**config.mk**
```make
export PLATFORM = sky130hd
export DESIGN_NAME = stopwatch_ctrl
export DESIGN_NICKNAME = d
export VERILOG_FILES = /design/src/rtl/stopwatch_ctrl.sv
export SDC_FILE = /design/constraint.sdc
export NUM_CORES = 1
export LEC_CHECK = 0
export BUFFER_PORTS_ARGS = -buffer_cell sky130_fd_sc_hd__clkbuf_2
export CAP_MARGIN = 20
export CORE_AREA = 10 10 68 70
export DETAILED_ROUTE_END_ITERATION = 8
export DIE_AREA = 0 0 78 80
export GPL_ROUTABILITY_DRIVEN = 0
export GPL_TIMING_DRIVEN = 1
export PLACE_DENSITY = 0.7
export SLEW_MARGIN = 20
export SYNTH_ARGS = -nofsm -noshare
export SYNTH_HDL_FRONTEND = slang
export SYNTH_SLANG_ARGS = --single-unit
```
**constraint.sdc**
```tcl
create_clock -name clk -period 4.5 [get_ports clk]
set_clock_uncertainty 0.05 [all_clocks]
set_input_delay 0.45 -clock clk [delete_from_list [all_inputs] [get_ports clk]]
set_output_delay 0.45 -clock clk [all_outputs]
set_load 0.02 [all_outputs]
```
**src/rtl/stopwatch_ctrl.sv**
```systemverilog
// Two-button stopwatch controller: button sync/edge detect, run/pause/lap FSM, MM:SS.cc BCD count.
// Define STOPWATCH_LAP_EN to build the lap-freeze states and lap register.
module stopwatch_ctrl #(
  parameter int SYNC_STAGES = 2
) (
  input  logic       clk,
  input  logic       rst,
  input  logic       tick,
  input  logic       btn_ss,
  input  logic       btn_lap,
  output logic [3:0] cs_u,
  output logic [3:0] cs_t,
  output logic [3:0] sec_u,
  output logic [2:0] sec_t,
  output logic [3:0] min_u,
  output logic [2:0] min_t,
  output logic       running,
  output logic       lap_active,
  output logic       wrap
);

`ifdef STOPWATCH_LAP_EN
  typedef enum logic [2:0] {S_IDLE, S_RUN, S_PAUSE, S_LAP, S_LAPP} state_e;
`else
  typedef enum logic [1:0] {S_IDLE, S_RUN, S_PAUSE} state_e;
`endif

  state_e state_q, state_d;

  logic [SYNC_STAGES-1:0] ss_sync_q, ss_sync_d, lap_sync_q, lap_sync_d;
  logic ss_hist_q, ss_hist_d, lap_hist_q, lap_hist_d;
  logic ss_ev, lap_ev;

  logic [3:0] cs_u_q, cs_u_d, cs_t_q, cs_t_d, sec_u_q, sec_u_d, min_u_q, min_u_d;
  logic [2:0] sec_t_q, sec_t_d, min_t_q, min_t_d;
  logic       wrap_q, wrap_d;
  logic       clear, count_en;
  logic [21:0] live_vec;

`ifdef STOPWATCH_LAP_EN
  logic [21:0] lap_q, lap_d;
  logic        capture;
`endif

  always_comb begin
    ss_sync_d  = {ss_sync_q[SYNC_STAGES-2:0], btn_ss};
    lap_sync_d = {lap_sync_q[SYNC_STAGES-2:0], btn_lap};
    ss_hist_d  = ss_sync_q[SYNC_STAGES-1];
    lap_hist_d = lap_sync_q[SYNC_STAGES-1];
    ss_ev      = ss_sync_q[SYNC_STAGES-1] & ~ss_hist_q;
    // start/stop takes priority when both buttons edge together
    lap_ev     = lap_sync_q[SYNC_STAGES-1] & ~lap_hist_q & ~ss_ev;
  end

  always_comb begin
    state_d = state_q;
    clear   = 1'b0;
`ifdef STOPWATCH_LAP_EN
    capture = 1'b0;
`endif
    case (state_q)
      S_IDLE:  if (ss_ev) state_d = S_RUN;
      S_RUN: begin
        if (ss_ev) state_d = S_PAUSE;
`ifdef STOPWATCH_LAP_EN
        else if (lap_ev) begin
          state_d = S_LAP;
          capture = 1'b1;
        end
`endif
      end
      S_PAUSE: begin
        if (ss_ev) state_d = S_RUN;
        else if (lap_ev) begin
          state_d = S_IDLE;
          clear   = 1'b1;
        end
      end
`ifdef STOPWATCH_LAP_EN
      S_LAP: begin
        if (ss_ev)       state_d = S_LAPP;
        else if (lap_ev) state_d = S_RUN;
      end
      S_LAPP: begin
        if (ss_ev)       state_d = S_LAP;
        else if (lap_ev) state_d = S_PAUSE;
      end
`endif
      default: state_d = S_IDLE;
    endcase
  end

`ifdef STOPWATCH_LAP_EN
  assign count_en   = (state_q == S_RUN) || (state_q == S_LAP);
  assign lap_active = (state_q == S_LAP) || (state_q == S_LAPP);
`else
  assign count_en   = (state_q == S_RUN);
  assign lap_active = 1'b0;
`endif
  assign running = count_en;

  assign live_vec = {min_t_q, min_u_q, sec_t_q, sec_u_q, cs_t_q, cs_u_q};

  // Cascaded BCD increment; a digit moves only when every lower digit is at its max.
  always_comb begin
    cs_u_d  = cs_u_q;
    cs_t_d  = cs_t_q;
    sec_u_d = sec_u_q;
    sec_t_d = sec_t_q;
    min_u_d = min_u_q;
    min_t_d = min_t_q;
    wrap_d  = 1'b0;
    if (clear) begin
      cs_u_d  = 4'd0;
      cs_t_d  = 4'd0;
      sec_u_d = 4'd0;
      sec_t_d = 3'd0;
      min_u_d = 4'd0;
      min_t_d = 3'd0;
    end else if (tick && count_en) begin
      if (cs_u_q != 4'd9) cs_u_d = cs_u_q + 4'd1;
      else begin
        cs_u_d = 4'd0;
        if (cs_t_q != 4'd9) cs_t_d = cs_t_q + 4'd1;
        else begin
          cs_t_d = 4'd0;
          if (sec_u_q != 4'd9) sec_u_d = sec_u_q + 4'd1;
          else begin
            sec_u_d = 4'd0;
            if (sec_t_q != 3'd5) sec_t_d = sec_t_q + 3'd1;
            else begin
              sec_t_d = 3'd0;
              if (min_u_q != 4'd9) min_u_d = min_u_q + 4'd1;
              else begin
                min_u_d = 4'd0;
                if (min_t_q != 3'd5) min_t_d = min_t_q + 3'd1;
                else begin
                  min_t_d = 3'd0;
                  wrap_d  = 1'b1;
                end
              end
            end
          end
        end
      end
    end
  end

`ifdef STOPWATCH_LAP_EN
  always_comb begin
    lap_d = lap_q;
    if (clear)        lap_d = '0;
    else if (capture) lap_d = live_vec;
  end

  always_comb begin
    if (lap_active) {min_t, min_u, sec_t, sec_u, cs_t, cs_u} = lap_q;
    else            {min_t, min_u, sec_t, sec_u, cs_t, cs_u} = live_vec;
  end
`else
  assign {min_t, min_u, sec_t, sec_u, cs_t, cs_u} = live_vec;
`endif

  assign wrap = wrap_q;

  always_ff @(posedge clk or negedge rst) begin
    if (!rst) begin
      state_q    <= S_IDLE;
      ss_sync_q  <= '0;
      lap_sync_q <= '0;
      ss_hist_q  <= 1'b0;
      lap_hist_q <= 1'b0;
      cs_u_q     <= 4'd0;
      cs_t_q     <= 4'd0;
      sec_u_q    <= 4'd0;
      sec_t_q    <= 3'd0;
      min_u_q    <= 4'd0;
      min_t_q    <= 3'd0;
      wrap_q     <= 1'b0;
`ifdef STOPWATCH_LAP_EN
      lap_q      <= '0;
`endif
    end else begin
      state_q    <= state_d;
      ss_sync_q  <= ss_sync_d;
      lap_sync_q <= lap_sync_d;
      ss_hist_q  <= ss_hist_d;
      lap_hist_q <= lap_hist_d;
      cs_u_q     <= cs_u_d;
      cs_t_q     <= cs_t_d;
      sec_u_q    <= sec_u_d;
      sec_t_q    <= sec_t_d;
      min_u_q    <= min_u_d;
      min_t_q    <= min_t_d;
      wrap_q     <= wrap_d;
`ifdef STOPWATCH_LAP_EN
      lap_q      <= lap_d;
`endif
    end
  end

endmodule

```
# --- Yosys cells after proc, flatten, opt, wreduce, memory -nomap -nowiden ---
# Cells that the tools add are included.
word_totals:
  ff_bits: 31
  in_bits: 5
classes:
  n_eq_ne: 16
  bitwise: 6
  muxes: 49
  reduce_logical: 9
  n_addsub: 6
ops:
  columns: ["operator", "count"]
  rows:
  - ["$mux W4", 19]
  - ["$mux W3", 14]
  - ["$add A4 B1 Y4 const B", 4]
  - ["$ne A4 B4 Y1 const B", 4]
  - ["$ne A2 B2 Y1 const B", 7]
  - ["$mux W1", 11]
  - ["$ne A3 B3 Y1 const B", 3]
  - ["$mux W2", 4]
  - ["$add A3 B1 Y3 const B", 2]
  - ["$pmux W2 S3", 1]
  - ["$reduce_and A3 Y1", 2]
  - ["$reduce_and A6 Y1", 1]
  - ["$reduce_and A5 Y1", 1]
  - ["$reduce_and A4 Y1", 1]
  - ["$and A1 B1 Y1", 3]
  - ["$not A1 Y1", 3]
  - ["$eq A2 B1 Y1 const B", 1]
  - ["$eq A2 B2 Y1 const B", 1]
  - ["$logic_not A2 Y1", 1]
  - ["$reduce_and A2 Y1", 1]
  - ["$reduce_bool A2 Y1", 1]
  - ["$logic_and A1 B1 Y1", 1]

# --- Logic depth before layout (Yosys ltp) ---
# Gate-level depths: netlist of the first run.
depth:
  ltp_word: 9
  ltp_mapped: 9
  mapped_depth_nobuf: 6

# --- Least setup slack after synthesis of the first run ---
# OpenSTA, ideal clock, no wires.
synth_path:
  kind: "register -> register"
  start: "register sec_u_q[0] (netlist: sec_u[0])"
  end: "register min_u_q[0] (netlist: min_u[0])"
  arrival_ns: 1.930
  t_required_ns: 4.372
  setup_slack_ns: 2.442
  stages_incl_launch_ff: 7
  n_path_buf: 1
  cell_sequence: "dfrtp_1 ha_1 nand4b_4 or3b_4 buf_6 or4_1 a21oi_1"
synth_via:
  elab_chain_len: 3
synth_lines:
  columns: ["item", "line", "source"]
  rows:
  - ["start: declaration", "34", "logic [3:0] cs_u_q, cs_u_d, cs_t_q, cs_t_d, sec_u_q, sec_u_d, min_u_q, min_u_d;"]
  - ["start signal: assignment", "191", "sec_u_q <= sec_u_d;"]
  - ["$ne A4 B4 Y1", "127", "if (sec_u_q != 4'd9) sec_u_d = sec_u_q + 4'd1;"]
  - ["$ne A2 B2 Y1 (no line)", null, null]
  - ["$reduce_and A5 Y1 (no line)", null, null]
  - ["end signal: assignment", "193", "min_u_q <= min_u_d;"]
  - ["end: declaration", "34", null]
# Every way passes these cells.
# A chain may end at the register's enable or synchronous reset.

# --- Worst setup path after layout of the first run ---
layout_path:
  start: "register cs_u_q[0] (netlist: cs_u[0])"
  end: "register min_t_q[1] (netlist: min_t[1])"
layout_via:
  elab_chain_len: 3
layout_lines:
  columns: ["item", "line", "source"]
  rows:
  - ["start: declaration", "34", null]
  - ["start signal: assignment", "189", "cs_u_q <= cs_u_d;"]
  - ["$ne A4 B4 Y1", "121", "if (cs_u_q != 4'd9) cs_u_d = cs_u_q + 4'd1;"]
  - ["$ne A2 B2 Y1 (no line)", null, null]
  - ["$reduce_and A6 Y1 (no line)", null, null]
  - ["end signal: assignment", "194", "min_t_q <= min_t_d;"]
  - ["end: declaration", "35", "logic [2:0] sec_t_q, sec_t_d, min_t_q, min_t_d;"]
# Every way passes these cells.

==> results of run 1 <==
-- logic make-up (layout without fill, tap and decap cells) --
kind of cell,after synthesis,after routing,share of synthesized area [%]
fa+ha+maj,8,8,6.18
buf+inv,15,42,4.40
simple gates,75,75,28.0
mux,5,5,3.09
other cells,1,1,0.231
flops,31,31,47.9
compound gates,28,28,9.73
xor+xnor,1,1,0.541
-- area by class of cell --
cell class,instances,area [µm²],area share (%)
tap,46,57.6,3.10
inverter,6,22.5,1.21
multi-input combinational,118,773,41.7
clock inverter,2,35.0,1.89
sequential,31,776,41.8
timing repair buffer,28,140,7.55
clock buffer,6,51.3,2.76
-- sequential cells by signal, indices dropped and copies added (netlist names) --
signal      count
min_t           3
wrap            1
lap_sync_q      2
min_u           4
sec_u           4
ss_hist_q       1
lap_hist_q      1
cs_u            4
ss_sync_q       2
cs_t            4
sec_t           3
state_q         2
-- per-stage QoR --
step / hold WS [ps] / setup slack, ps / power, mW
after floorplan: 104 / 2440 / 0.427
after global placement: 283 / 2240 / 0.468
after detailed placement: 304 / 2070 / 0.477
after CTS: 138 / 2050 / 0.708
after global routing: 144 / 1880 / 0.744
final: 109 / 2030 / 0.700
-- how the worst max path moves through the flow --
stage,start,endpoint,cells past startpoint
after global placement,cs_u[0],min_u[3],5
after CTS,cs_u[1],min_t[1],6
after global routing,cs_u[1],min_t[1],6
final,cs_u[0],min_t[1],5
after detailed placement,cs_u[1],min_t[1],6
after floorplan,sec_u[0],min_u[0],6
-- layout by cell type, fill, tap and decap left out, drive strengths merged, types with 6 or more instances in the layout --
cell,instances
clkbuf,34
o21ai,6
nand2,9
ha,8
dfrtp,31
nor4,6
a21oi,15
nor2,19
inv,6
nand3b,6
-- worst max-delay path, stage by stage, from the launching register on --
cell     delay [ps]
dfrtp_1         480
ha_1            220
and3b_1         310
nand3_1         490
or4b_1          680
a21oi_1         160
-- routing by layer --
| metal | routed length, µm | track usage [%] | share of wire, % |
|---|---|---|---|
| met1 | 1360 | 11.5 | 40 |
| met2 | 1750 | 20.5 | 51 |
| met3 | 240 | 5.41 | 7.0 |
| met4 | 74 | 5.02 | 2.2 |
| met5 | 0 | 0 | 0 |
-- power breakdown --
group,internal (mW),switching (mW)
clock network,0.131,0.0977
logic,0.0481,0.0848
registers,0.304,0.0348
total,0.483,0.217
==> summary.txt, run 1 <==
Status: completed
Vias in the first global route: 1,313
Starting DRC count in detailed routing: 77
Seq/Total Area, Yosys: 47.9%
CTS Hold Buffers Added: 0
Worst-Margin Slew: 853 ps
Count leader, synth: dfrtp_1
Main area contributors after synthesis: dfrtp_1 (48%), ha_1 (6.2%), a21oi_1 (4.6%), nor2_1 (4.4%), mux2i_1 (3.1%)
RSZ-0062 raised after global routing: false
TritonCTS clock tree: yes
Clk buf depth: 2
Port Buffers: 28
Max_slew headroom: 43.1%
Fin crit share: 54.9%
Worst skew pair latency: 330 ps
Synth unique cells: 35
RR Startpoint: cs_u[0]
Min-delay worst type: in -> async
Post-synth EDFFs: 0
Crit path max fanout: 21
CTS Buf Count: 5
Total number of vias: 1,305
Final Hold Viols: 0
Non-Filler Instances: 237
P per Cell Area: 377 nW/µm²
Max Cap Viol: 0
Worst EP required: 4700 ps
Peak supply drop: 0.000206 V
#FFs+latches synth: 31
Clk sink count: 31
Ant. Diodes: 0
R2R cell count: 5
Top cell type's share of synthesized area: 47.9%
WL per Instance: 14.4 µm
First-pass GRT wire length: 5870 µm
Ys flop type: dfrtp_1
Cells after Synth: 164
Startpoint Class: flop
Crit path DAT: 2670 ps
Initial antenna violation count: 0
I/O Pins: 30
Post-DP Area: 1770 µm²
Die height: 80 µm
Mapped Avg Cell Area: 9.88 µm²
CTS clk-pin slew, worst paths: 100 ps
Setup Viol. Count Final: 0
Share of cells above drive strength 1: 20.9%
Yosys Warn Count: 0
Area Growth Syn to Fin: 14.5%
# H-tree levels: 2
WS Path Type: reg -> reg
Max-slew violation count: 0
Routed WL: 3420 µm
Clk root buf: clkbuf_4
Width of the die: 78 µm
Final ANT Viol Nets: 0
Largest net degree at the start of global routing: 32
Post-CTS setup buffer count: 0
Mapped Area: 1620 µm²
P_leak: 0.916 nW
Cell count after placement: 229
Setup_tns: 0 ps
HPWL after detailed placement: 2500 µm
Total iterations of the first detailed-routing run: 4
Post-route minimum period: 2470 ps
Die area: 6240 µm²
Fillers: 303
Util after Layout: 56.5%
Total GRT Usage: 11.6%
Overflow after GRT: 0
Final Instance Area: 1860 µm²
Drt via density: 5.51
Ys async rst share: 100%
Resized Gates After CTS: 0
Core Region: 3280 µm²
Worst r2r dst: min_t[1]
Nets@finish: 203
Crit end category: flop
FMAX: 405 MHz
Post-synth top cells: dfrtp_1 (31), nor2_1 (19), a21oi_1 (15)
Initial Util: 49.3%
Synth area leader: dfrtp_1
FF-to-FF setup slack: 2030 ps
DRC: 0
Syn nets: 177
Rows: 21
No activity file was read; power rests on OpenSTA's default activity.
==> run 2, diff against run 1 <==
Clock period 4.5 ns to 2.5 ns, I/O delays scaled along.
==> summary.txt, run 2 (same netlist as run 1, synthesis figures left out) <==
Status: completed
Core Region: 3280 µm² (unchanged)
DRC: 0 (unchanged)
WL per Instance: 13.9 µm (-3.3%)
Worst r2r dst: min_t[2]
Met2 GRT Util: 19.4% (-1.1 points)
P_leak: 0.942 nW (+2.9%)
Total GRT Usage: 11.5% (-0.10 points)
Nets@finish: 209 (+3.0%)
Startpoint Class: flop
Cell count after placement: 232 (+1.3%)
Util after Layout: 58.1% (+1.6 points)
Most frequent cells in the layout: dfrtp_1 (31), clkbuf_2 (28), nor2_1 (19)
First-pass GRT wire length: 5840 µm (-0.58%)
HPWL after detailed placement: 2410 µm (-3.8%)
Ant. Diodes: 0 (unchanged)
Rows: 21 (unchanged)
Crit path max fanout: 15 (-29%)
Max_slew headroom: 50.2% (+7.1 points)
Post-route minimum period: 2100 ps (-368 ps)
Most common library cell in the layout ignoring fill and taps: dfrtp_1
Initial Util: 49.3% (unchanged)
Final Hold Viols: 0 (unchanged)
P per Cell Area: 660 nW/µm² (+75%)
Total iterations of the first detailed-routing run: 4 (unchanged)
Met1 Use GR: 12.0% (+0.51 points)
Non-Filler Instances: 243 (+2.5%)
Final ANT Viol Nets: 0 (unchanged)
Critical path origin: sec_u[1]
Max Cap Viol: 0 (unchanged)
Max-slew violation count: 0 (unchanged)
Place WS: 376 ps (-1700 ps)
WS Path Type: reg -> reg
Die height: 80 µm (unchanged)
Vias in the first global route: 1,247 (-5.0%)
CP endpoint: min_t[2]
Worst EP required: 2710 ps (-1990 ps)
Worst skew pair latency: 330 ps (about the same)
Post-DP Area: 1790 µm² (+1.3%)
Worst-Margin Slew: 747 ps (-105 ps)
Drt via density: 5.45 (-0.97%)
CTS Buf Count: 5 (unchanged)
Largest net degree at the start of global routing: 32 (unchanged)
Crit end category: flop
Port Buffers: 28 (unchanged)
Gr busiest metal: met2
Initial antenna violation count: 0 (unchanged)
Area Growth Syn to Fin: 17.8%
Setup Viol. Count Final: 0 (unchanged)
Routed WL: 3390 µm (-0.85%)
Overflow after GRT: 0 (unchanged)
Peak supply drop: 0.000349 V (+70%)
Fillers: 288 (-5.0%)
RSZ-0062 raised after global routing: false
Die area: 6240 µm² (unchanged)
I/O Pins: 30 (unchanged)
Clk sink count: 31 (unchanged)
# H-tree levels: 2 (unchanged)
Worst hold margin: 306 ps (+197 ps)
CTS clk-pin slew, worst paths: 100 ps (about the same)
FF-to-FF setup slack: 400 ps (-1630 ps)
Width of the die: 78 µm (unchanged)
Clk buf depth: 2 (unchanged)
Crit path DAT: 2320 ps (-350 ps)
Final Power: 1.26 mW (+80%)
Setup_tns: 0 ps (unchanged)
Share of cells above drive strength 1: 21.8% (+0.89 points)
Setup WS post-layout: 397 ps (-1630 ps)
Clk root buf: clkbuf_4
Min-delay worst type: reg -> reg
Fin crit share: 84.1% (+29 points)
Total number of vias: 1,325 (+1.5%)
TritonCTS clock tree: yes
FMAX: 475 MHz (+18%)
RR Startpoint: sec_u[1]
Resized Gates After CTS: 0 (unchanged)
R2R cell count: 6 (+1)
Met3 usage: 5.63% (+0.23 points)
Starting DRC count in detailed routing: 66 (-14%)
Final Instance Area: 1910 µm² (+2.8%)
## run 2: report_power, final
group / switching [mW] / total [mW] / internal (mW)
clock: 0.173 / 0.410 / 0.236
sequential: 0.0593 / 0.606 / 0.547
combinational: 0.151 / 0.244 / 0.0928
## run 2: per-layer routing
metal | share of wire, % | vias up | wire length, µm
li1 | - | 648 | -
met1 | 42 | 635 | 1410
met2 | 48 | 36 | 1630
met3 | 8.6 | 6 | 290
met4 | 1.7 | 0 | 57
met5 | 0 | - | 0
## run 2: timing repair
action | CTS | global route
buffers inserted | 0 | 0
hold buffers | 3 | 0
endpoints found under the hold margin | 33 | 0
setup endpoints to repair | 0 | 0
## run 2: worst min path at each step
stage,end,depth (start not counted),slack (ps),startpoint
floorplan,cs_t[0],0,-100,rst
global placement,lap_sync_q[1],0,280,lap_sync_q[0]
detailed placement,ss_sync_q[1],0,280,ss_sync_q[0]
CTS,ss_sync_q[1],0,310,ss_sync_q[0]
global route,ss_sync_q[1],0,320,ss_sync_q[0]
finish,ss_sync_q[1],0,310,ss_sync_q[0]
## run 2: final cells by class
cell class | count | area [µm²] | share of cell area, %
Timing Repair Buffer | 34 | 193 | 10.1
Multi-Input combinational cell | 118 | 773 | 40.5
Clock inverter | 2 | 35.0 | 1.84
Clock buffer | 6 | 51.3 | 2.69
Sequential cell | 31 | 776 | 40.7
Tap cell | 46 | 57.6 | 3.02
Inverter | 6 | 22.5 | 1.18
## run 2: critical path: stages (launching register included)
cell      delay (ps)
dfrtp_1          430
inv_1             70
ha_1             210
nand4b_4         110
or3b_4           470
or4_1            530
a21oi_1          170
==> run 3, diff against run 2 <==
Settings changed: CORE_AREA 10 10 68 70 to 10 10 69 71, DIE_AREA 0 0 78 80 to 0 0 79 81.
Clock period 2.5 ns to 1.9 ns, I/O delays scaled along.
==> summary.txt, run 3 (same netlist as run 1, synthesis figures left out) <==
Total iterations of the first detailed-routing run: 4 (unchanged)
Max Cap Viol: 0 (unchanged)
Most common library cell in the layout ignoring fill and taps: clkbuf_2
Min-delay worst type: reg -> reg
WHS Path Cells: 0 (unchanged)
Crit path max fanout: 6 (-9)
Rows: 22 (+4.8%)
Crit end category: flop
Post-DP Area: 1930 µm² (+7.8%)
Post-route minimum period: 1890 ps (-209 ps)
CTS Buf Count: 5 (unchanged)
Peak supply drop: 0.000418 V (+20%)
# H-tree levels: 2 (unchanged)
WL per Instance: 15.3 µm (+9.7%)
Most frequent cells in the layout: clkbuf_2 (28), dfrtp_1 (25), buf_4 (22)
Worst-Margin Slew: 777 ps (+29.2 ps)
R2R cell count: 6 (unchanged)
Crit path max-delay family: simple AND/OR/NAND/NOR gates
RSZ-0062 raised after global routing: true
Crit path DAT: 2120 ps (-200 ps)
Clk root buf: clkbuf_4
Ant. Diodes: 0 (unchanged)
Drt via density: 5.38 (-1.3%)
Critical path depth: 6 (unchanged)
I/O Pins: 30 (unchanged)
Routed WL: 4070 µm (+20%)
Port Buffers: 28 (unchanged)
Max_slew headroom: 48.2% (-1.9 points)
Die height: 81 µm (+1.3%)
Setup Viol. Count Final: 0 (unchanged)
Critical path cell sequence: inv_2, ha_4, nand4b_4, or3b_4, or4b_4, a21oi_2
Cell count after placement: 249 (+7.3%)
Core Region: 3520 µm² (+7.3%)
Total GRT Usage: 13.0% (+1.5 points)
WP buf/inv: 1 (unchanged)
Non-Filler Instances: 266 (+9.5%)
Largest net degree at the start of global routing: 32 (unchanged)
Width of the die: 79 µm (+1.3%)
Max-slew violation count: 0 (unchanged)
TritonCTS clock tree: yes
Initial Util: 46.0% (-3.3 points)
WS Path Type: reg -> reg
Vias in the first global route: 1,408 (+13%)
Total number of vias: 1,432 (+8.1%)
Final Hold Viols: 0 (unchanged)
CP max-delay cell: or4b_4
Clk buf depth: 2 (unchanged)
Worst EP required: 2130 ps (-580 ps)
Worst hold margin: 309 ps (+3.98 ps)
Area Growth Syn to Fin: 33.2%
Die area: 6400 µm² (+2.5%)
Share of cells above drive strength 1: 38.1% (+16 points)
Worst skew pair latency: 340 ps (about the same)
Setup_tns: 0 ps (unchanged)
Crit-path max cell delay: 500 ps (-30 ps)
Status: completed
Final ANT Viol Nets: 0 (unchanged)
Startpoint Class: flop
Clk sink count: 31 (unchanged)
First-pass GRT wire length: 6740 µm (+15%)
Final Instance Area: 2160 µm² (+13%)
CTS clk-pin slew, worst paths: 110 ps (about the same)
P per Cell Area: 852 nW/µm² (+29%)
P_leak: 1.04 nW (+10%)
Nets@finish: 230 (+10%)
HPWL after detailed placement: 2750 µm (+14%)
FMAX: 528 MHz (+11%)
DRC: 0 (unchanged)
Starting DRC count in detailed routing: 65 (-1.5%)
Fin crit share: 99.7% (+16 points)
Initial antenna violation count: 0 (unchanged)
Overflow after GRT: 0 (unchanged)
-- run 3: changes by cell type in the layout (fill, tap and decap cells not counted), sizes merged --
| cell | delta |
|---|---|
| clkinv | -1 |
| or3b | +1 |
| buf | +19 |
| bufinv | +1 |
| nand3 | +1 |
-- run 3: area by class of cell --
class                           instances  area (µm²)
Tap cell                               48        60.1
Fill cell                             318        1370
Timing Repair Buffer                   53         335
Sequential cell                        31         783
Clock inverter                          2        60.1
Inverter                                6        22.5
Clock buffer                            6        41.3
Multi-Input combinational cell        120         856
-- run 3: worst paths after layout --
| path | slack (ps) | endpoint | from |
|---|---|---|---|
| max in group asynchronous | 850 | cs_t[0] | rst |
| min reg2reg | 310 | ss_sync_q[1] | ss_sync_q[0] |
| max | 6 | min_u[2] | sec_u[1] |
| min | 310 | ss_sync_q[1] | ss_sync_q[0] |
| min in group asynchronous | 390 | cs_u[0] | rst |
| max reg2reg | 6 | min_u[2] | sec_u[1] |
-- run 3: routing by layer --
metal | up-vias | wire, µm | global-route usage, % | share of wire, %
met3 | 10 | 200 | 4.75 | 4.9
met1 | 699 | 1790 | 14.5 | 44
met2 | 26 | 2000 | 22.3 | 49
li1 | 697 | - | - | -
met5 | - | 0 | 0 | 0
met4 | 0 | 85 | 5.20 | 2.1
-- run 3: metrics by stage --
stage | worst slack [ps] | utilization, % | power, mW
after CTS | -55.2 | 59.3 | 1.85
after global routing | -71.9 | 61.3 | 1.93
after global placement | 18.6 | 54.8 | 1.17
after floorplan | -52.9 | - | 1.02
final | 5.67 | 61.3 | 1.84
after detailed placement | -68.6 | 54.8 | 1.19
-- run 3: repair_timing --
| item | 4_1_cts | 5_1_grt |
|---|---|---|
| endpoints found under the hold margin | 33 | 0 |
| hold buffers | 3 | 0 |
| pin swaps | 5 | 7 |
| gates resized for setup | 4 | 9 |
| buffers inserted | 0 | 4 |
| gates cloned | 1 | 1 |
| endpoints found under the setup margin | 7 | 10 |
-- run 3: report_power, final --
part	total [mW]	leakage, nW	switching, mW	internal [mW]
logic	0.401	0.585	0.237	0.165
registers	0.788	0.403	0.0634	0.724
clock network	0.651	0.0525	0.240	0.411
total	1.84	1.04	0.540	1.30
-- run 3: worst reg2reg max path: cells and delay by family (launching register included) --
kind / cells / cell delay, ps
buffers and inverters: 1 / 60
AND/OR/NAND/NOR: 3 / 1040
adder cells (fa/ha/maj): 1 / 140
AO/OA/AOI/OAI: 1 / 130
flip-flops: 1 / 420
